==> src/rtl/calc_pkg.sv <==
// Shared definitions for the calculator entry sequencer: FSM state
// encodings, key codes, operand-memory addresses and key decode helpers.
package calc_pkg;

  typedef enum logic [2:0] {
    ST_A_ENTRY  = 3'b000,
    ST_OP_ENTRY = 3'b001,
    ST_B_ENTRY  = 3'b010,
    ST_EXEC     = 3'b011,
    ST_RESULT   = 3'b100,
    ST_ERROR    = 3'b101,
    ST_CLEARING = 3'b110
  } calc_state_e;

  // Key codes: 1..9 are digits 1..9, 10 is digit 0.
  localparam logic [4:0] KEY_DIGIT0 = 5'd10;
  localparam logic [4:0] KEY_ADD    = 5'd11;
  localparam logic [4:0] KEY_SUB    = 5'd12;
  localparam logic [4:0] KEY_MUL    = 5'd13;
  localparam logic [4:0] KEY_DIV    = 5'd14;
  localparam logic [4:0] KEY_ENTER  = 5'd15;
  localparam logic [4:0] KEY_CLEAR  = 5'd16;

  // Operand-memory layout: A tens, A ones, operator, B tens, B ones.
  localparam logic [2:0] ADR_TENS1 = 3'd0;
  localparam logic [2:0] ADR_ONES1 = 3'd1;
  localparam logic [2:0] ADR_OP    = 3'd2;
  localparam logic [2:0] ADR_TENS2 = 3'd3;
  localparam logic [2:0] ADR_ONES2 = 3'd4;

  localparam int TIMEOUT_DEFAULT = 255;

  function automatic logic is_digit(input logic [4:0] code);
    return (code >= 5'd1) && (code <= KEY_DIGIT0);
  endfunction

  function automatic logic is_operator(input logic [4:0] code);
    return (code == KEY_ADD) || (code == KEY_SUB) ||
           (code == KEY_MUL) || (code == KEY_DIV);
  endfunction

  // Decimal value of a digit key; the "0" key has code 10.
  function automatic logic [4:0] digit_value(input logic [4:0] code);
    return (code == KEY_DIGIT0) ? 5'd0 : code;
  endfunction

endpackage

==> src/rtl/calc_timeout_counter.sv <==
// Counts cycles spent in EXEC and flags the last permitted cycle so the
// FSM can abandon a calculation whose ALU never answers.
module calc_timeout_counter
  import calc_pkg::*;
#(
  parameter int TIMEOUT = TIMEOUT_DEFAULT
) (
  input  logic clk_manual_verify,
  input  logic reset_n,
  input  logic clear_i,
  input  logic enable_i,
  output logic expired_o
);

  localparam int CW = (TIMEOUT > 1) ? $clog2(TIMEOUT) : 1;
  localparam logic [CW-1:0] LAST = CW'(TIMEOUT - 1);

  logic [CW-1:0] count_q;

  // Cycle counter: zero outside EXEC, increments each EXEC cycle.
  always_ff @(posedge clk_manual_verify or negedge reset_n) begin
    // NOTE: state registers use non-blocking assignments so every flop
    // samples pre-edge values regardless of block evaluation order.
    if (!reset_n) begin
      count_q <= '0;
    end else if (clear_i) begin
      count_q <= '0;
    end else if (enable_i && !expired_o) begin
      count_q <= count_q + CW'(1);
    end
  end

  // Expired during the TIMEOUT-th EXEC cycle, so EXEC lasts TIMEOUT cycles.
  assign expired_o = enable_i && (count_q == LAST);

endmodule

==> src/rtl/calc_entry_sequencer.sv <==
// Key-entry sequencer for a two-digit calculator: captures operand A,
// operator and operand B into a five-entry operand memory, launches the
// ALU, waits for its result or a timeout, and sweeps the memory on clear.
module calc_entry_sequencer
  import calc_pkg::*;
#(
  parameter int TIMEOUT = TIMEOUT_DEFAULT
) (
  input  logic       clk_manual_verify,
  input  logic       reset_n,
  input  logic       key_valid,
  input  logic [4:0] key_code,
  input  logic       alu_done,
  input  logic       alu_err,
  output logic       wr_en,
  output logic [2:0] wr_adr,
  output logic [4:0] wr_data,
  output logic       alu_start,
  output logic [2:0] state,
  output logic [1:0] digit_cnt,
  output logic       error,
  output logic       busy
);

  calc_state_e state_q, state_d;
  logic [2:0]  sweep_q, sweep_d;
  logic [1:0]  digit_cnt_q, digit_cnt_d;
  logic        wr_en_q, wr_en_d;
  logic [2:0]  wr_adr_q, wr_adr_d;
  logic [4:0]  wr_data_q, wr_data_d;
  logic        alu_start_q, alu_start_d;
  logic        error_q, error_d;
  logic        busy_q, busy_d;

  logic        key_clear;
  logic        key_digit;
  logic        timeout_expired;

  assign key_clear = key_valid && (key_code == KEY_CLEAR);
  assign key_digit = key_valid && is_digit(key_code);

  calc_timeout_counter #(
    .TIMEOUT (TIMEOUT)
  ) u_timeout (
    .clk_manual_verify (clk_manual_verify),
    .reset_n           (reset_n),
    .clear_i           (state_q != ST_EXEC),
    .enable_i          (state_q == ST_EXEC),
    .expired_o         (timeout_expired)
  );

  // Next-state and registered-output logic for the whole entry sequence.
  always_comb begin
    // NOTE: every variable gets a default first so no path leaves one
    // unassigned, which would otherwise infer a latch.
    state_d     = state_q;
    sweep_d     = sweep_q;
    digit_cnt_d = digit_cnt_q;
    wr_en_d     = 1'b0;
    wr_adr_d    = wr_adr_q;
    wr_data_d   = wr_data_q;
    alu_start_d = 1'b0;

    if (key_clear) begin
      // Clear beats every other event; in CLEARING it restarts the sweep.
      state_d     = ST_CLEARING;
      sweep_d     = ADR_TENS1;
      digit_cnt_d = 2'd0;
    end else begin
      unique case (state_q)
        ST_CLEARING: begin
          wr_en_d   = 1'b1;
          wr_adr_d  = sweep_q;
          wr_data_d = 5'd0;
          if (sweep_q == ADR_ONES2) begin
            state_d     = ST_A_ENTRY;
            digit_cnt_d = 2'd0;
          end else begin
            sweep_d = sweep_q + 3'd1;
          end
        end

        ST_A_ENTRY: begin
          if (key_digit) begin
            wr_en_d   = 1'b1;
            wr_data_d = digit_value(key_code);
            if (digit_cnt_q == 2'd0) begin
              wr_adr_d    = ADR_TENS1;
              digit_cnt_d = 2'd1;
            end else begin
              wr_adr_d    = ADR_ONES1;
              digit_cnt_d = 2'd0;
              state_d     = ST_OP_ENTRY;
            end
          end
        end

        ST_OP_ENTRY: begin
          if (key_valid && is_operator(key_code)) begin
            wr_en_d   = 1'b1;
            wr_adr_d  = ADR_OP;
            wr_data_d = key_code;
            state_d   = ST_B_ENTRY;
          end
        end

        ST_B_ENTRY: begin
          if (key_digit && (digit_cnt_q != 2'd2)) begin
            wr_en_d     = 1'b1;
            wr_adr_d    = (digit_cnt_q == 2'd0) ? ADR_TENS2 : ADR_ONES2;
            wr_data_d   = digit_value(key_code);
            digit_cnt_d = digit_cnt_q + 2'd1;
          end else if (key_valid && (key_code == KEY_ENTER) &&
                       (digit_cnt_q == 2'd2)) begin
            alu_start_d = 1'b1;
            state_d     = ST_EXEC;
          end
        end

        ST_EXEC: begin
          // alu_done is ignored while the launch pulse is still on the wire.
          if (alu_done && !alu_start_q) begin
            state_d = alu_err ? ST_ERROR : ST_RESULT;
          end else if (timeout_expired) begin
            state_d = ST_ERROR;
          end
        end

        ST_RESULT: begin
          if (key_digit) begin
            wr_en_d     = 1'b1;
            wr_adr_d    = ADR_TENS1;
            wr_data_d   = digit_value(key_code);
            digit_cnt_d = 2'd1;
            state_d     = ST_A_ENTRY;
          end
        end

        ST_ERROR: begin
          state_d = ST_ERROR;
        end

        default: begin
          state_d     = ST_CLEARING;
          sweep_d     = ADR_TENS1;
          digit_cnt_d = 2'd0;
        end
      endcase
    end

    error_d = (state_d == ST_ERROR);
    busy_d  = (state_d == ST_CLEARING) || (state_d == ST_EXEC);
  end

  // State and output registers; reset lands in a fresh CLEARING sweep.
  always_ff @(posedge clk_manual_verify or negedge reset_n) begin
    if (!reset_n) begin
      state_q     <= ST_CLEARING;
      sweep_q     <= ADR_TENS1;
      digit_cnt_q <= 2'd0;
      wr_en_q     <= 1'b0;
      wr_adr_q    <= 3'd0;
      wr_data_q   <= 5'd0;
      alu_start_q <= 1'b0;
      error_q     <= 1'b0;
      busy_q      <= 1'b1;
    end else begin
      state_q     <= state_d;
      sweep_q     <= sweep_d;
      digit_cnt_q <= digit_cnt_d;
      wr_en_q     <= wr_en_d;
      wr_adr_q    <= wr_adr_d;
      wr_data_q   <= wr_data_d;
      alu_start_q <= alu_start_d;
      error_q     <= error_d;
      busy_q      <= busy_d;
    end
  end

  assign state     = state_q;
  assign digit_cnt = digit_cnt_q;
  assign wr_en     = wr_en_q;
  assign wr_adr    = wr_adr_q;
  assign wr_data   = wr_data_q;
  assign alu_start = alu_start_q;
  assign error     = error_q;
  assign busy      = busy_q;

endmodule
==> config.mk <==
export PLATFORM = sky130hd
export DESIGN_NAME = calc_entry_sequencer
export DESIGN_NICKNAME = d
export VERILOG_FILES = /design/src/rtl/calc_pkg.sv /design/src/rtl/calc_timeout_counter.sv /design/src/rtl/calc_entry_sequencer.sv
export SDC_FILE = /design/constraint.sdc
export NUM_CORES = 1
export LEC_CHECK = 0
export BUFFER_PORTS_ARGS = -buffer_cell sky130_fd_sc_hd__buf_2
export CAP_MARGIN = 25
export CORE_ASPECT_RATIO = 0.8
export CORE_MARGIN = 2
export CORE_UTILIZATION = 55
export CTS_CLUSTER_DIAMETER = 50
export DETAILED_ROUTE_END_ITERATION = 8
export PLACE_DENSITY = 0.84
export SKIP_LAST_GASP = 1
export SYNTH_ARGS = -nofsm -noshare
export SYNTH_HDL_FRONTEND = slang
export SYNTH_HIERARCHICAL = 1
export SYNTH_SLANG_ARGS = --single-unit
==> constraint.sdc <==
create_clock -name clk_manual_verify -period 2.31 [get_ports clk_manual_verify]
set_input_delay 0 -clock clk_manual_verify [delete_from_list [all_inputs] [get_ports clk_manual_verify]]
set_output_delay 0 -clock clk_manual_verify [all_outputs]
set_load 0.005 [all_outputs]
==> results.md <==
* Seq/Total Area, Yosys at 40.5%
* H-tree depth at 1
* Leak pwr at 0.981 nW
* Cells on worst reg2reg path at 8
* Critical path data arrival time at 2220 ps
* Die Wd at around 67 um
* Post-synth top area share at 35.9%
* Core outline area at between 0.003 and 0.004 mm2
* Max-cap violations at 0
* Worst clock skew at 5.52 ps
* Unrepaired setup endpoints after global routing: no
* Ys async rst share at 100%
* Yosys warnings at 6
* Inserted Diodes at 0
* Slew headroom at between 50% and 60%
* # rows at 18
* Post-CTS setup buffer count at 0
* Net Count, Synth at 193
* Count of cell types in the netlist at 56
* Fill cell count at 264
* CP max-delay cell: dfstp_2
* Critical-path cell list: inv_1, nand3_1, inv_1, and3_2, o21ai_0, a31oi_1, nand3_1, a21boi_0
* Hold wc startpoint: key_code[1]
* Worst-path maximum fanout at 17
* Area grow syn2layout at 15.3%
* Starting Density at 56.8%
* Fmax at 492 MHz
* Worst path required time at 2500 ps
* Post-route ant nets at 0
* Cts bufs inserted at 3
* DR pass1 iterations at 4
* Design Area, Final at approximately 0.0020 mm2
* Final #Nets at 223
* GRT overflow at 0
* Die H at about 54 um
* Worst vdd ir at between 0.0005 and 0.0006 V
* Area of the die at 0.00363 mm2
* DRT Wirelength at around 3700 um
* Root Driver: clkbuf_8
* Worst hold path depth at 3
* Post-synth design cell area at 0.00174 mm2
* Highest cell delay on the worst timing path at 720 ps
* Most frequent cells in the layout: 26 x buf_2, 25 x dfrtp_1, 18 x inv_1
* Post-route setup slack at 279 ps
* Post-synth EDFFs at 0
* Initial antenna violation count at 0
* I/O Pins at 27
* RePlAce Congestion at 0.873
* Pin count of the biggest net entering global routing at 29
* Share of layout cells above drive strength 1 at between 20% and 30%
* DRC at 0
* Placed instance area at 0.00193 mm2
* #FFs+latches synth at 28
* Worst-Skew Late Latency at 280 ps
* Placement Setup Slack at 306 ps
* Final setup fails at 0
* Synth area leaders: dfrtp_1 36%, dfstp_2 4.5%, ha_1 4.3%
* Syn_area_per_cell at approximately 9.8 um2
* Synth area leader: dfrtp_1
* Clk slew on worst S/H paths at 90 ps
* Final Hold Fails at 0
* Detail Placement HPWL at 2850 um
* Total track usage at 22.5%
* Most common cell after layout, fill and taps aside: buf_2
* Vias per cell at 5.88
* Post-layout util at 65.5%
* Routed length per placed instance at 15.0 um
* Status: complete, no violations
* Global-route wire length before repair at ~6000 um
* Via Count at 1447
* Resize count post-CTS at 0
* Setup crit start: state[2]$_DFF_PN1_
* Final TNS setup at 0 ps
* Period Utilization, post-route at 87.9%
* Post-cts hold buffer count at 1
* Sink Count at 28
* CTS tree: yes
* Top FF cell, synth: dfrtp_1
* Min Tclk post-route at roughly 2000 ps
* Crit path max-delay family: flip-flops
* CP Launch Type: register
* Crit path depth at 8
* Port Buffer Count at 26
* Crit. End Element: register
* Initial DRC Count at 85
* Worst-case clock buffer depth at 2
* Worst Path Buf+Inv at 2
* Critical path class: reg -> reg
* Worst r2r src: state[2]$_DFF_PN1_
* Vias in the first global route at approximately 1.3k
* Kind of path behind the tightest hold check: in -> reg
* Worst slew pin tran at 610 ps
* Post-synthesis cell count at approximately 180
* Slew Viols, Final at 0
* Power Density at around 950 mW/mm2
## flip-flops by register name, indices dropped and copies added, names as in the netlist, 2 cells and up
register	flops
sweep_q	3
wr_adr	3
state	3
u_timeout/count_q	8
wr_data	5
digit_cnt	2
## tightest hold or removal path: cells and delay by family
family	cells	cell delay, ps
buffers and inverters	1	130
and+or+nand+nor	1	60
muxes	1	60
## worst paths after layout
| kind | endpoint | slack [ps] |
|---|---|---|
| worst min register to register | wr_data[4]$_DFFE_PN0P_ | 500 |
| min in group asynchronous | wr_data[1]$_DFFE_PN0P_ | 260 |
| worst min-delay path | wr_data[1]$_DFFE_PN0P_ | 9 |
| worst max-delay path | busy$_DFF_PN1_ | 280 |
| max in group asynchronous | u_timeout/count_q[2]$_DFFE_PN0P_ | 1650 |
| worst max register to register | busy$_DFF_PN1_ | 280 |
## cells in the mapped netlist, types with 3 or more instances
| cell type | instances |
|---|---|
| mux2_4 | 4 |
| and3_1 | 3 |
| a21oi_1 | 9 |
| clkbuf_1 | 3 |
| nor2b_1 | 6 |
| o21ai_0 | 7 |
| nand2b_1 | 3 |
| nand3_1 | 6 |
| nor2_1 | 14 |
| dfstp_2 | 3 |
| dfrtp_1 | 25 |
| nand2_1 | 6 |
| mux2i_1 | 4 |
| inv_1 | 18 |
| ha_1 | 6 |
| a31oi_1 | 5 |
## area by class of cell
class,count,area (um2),area share [%]
tap,40,50.0,2.49
timing repair buffer,33,185,9.23
sequential,28,704,35.1
inverter,18,67.6,3.37
clock inverter,1,30.0,1.50
clock buffer,3,41.3,2.06
multi-input combinational,123,928,46.3
## per-layer routing
metal	global-route usage, %	share of wire [%]
met1	29.0	44
met2	39.0	50
met3	5.14	5.4
met4	5.10	0.79
met5	0	0
## logic make-up after synthesis
family | synth area share, %
DFF | 40.5
muxes | 7.69
and+or+nand+nor | 20.5
adders and majority gates | 4.89
buffers and inverters | 6.18
xor gates and xnor gates | 0.503
AOI/OAI and AO/OA | 19.8
## power by group
| group | internal [mW] | switching [mW] |
|---|---|---|
| Combinational | 0.360 | 0.381 |
| Sequential | 0.633 | 0.148 |
| Clock | 0.232 | 0.149 |
| Total | 1.22 | 0.679 |
## through the flow
stage | hold slack, ps | instances | power (mW)
finish | 8.55 | 246 | 1.90
global placement | 43.9 | 241 | 1.48
CTS | 8.99 | 246 | 1.92
detailed placement | 55.2 | 241 | 1.53
floorplan | -296 | 177 | 1.26
global route | 19.6 | 246 | 2.06
Power figures use the tool's default switching activity.
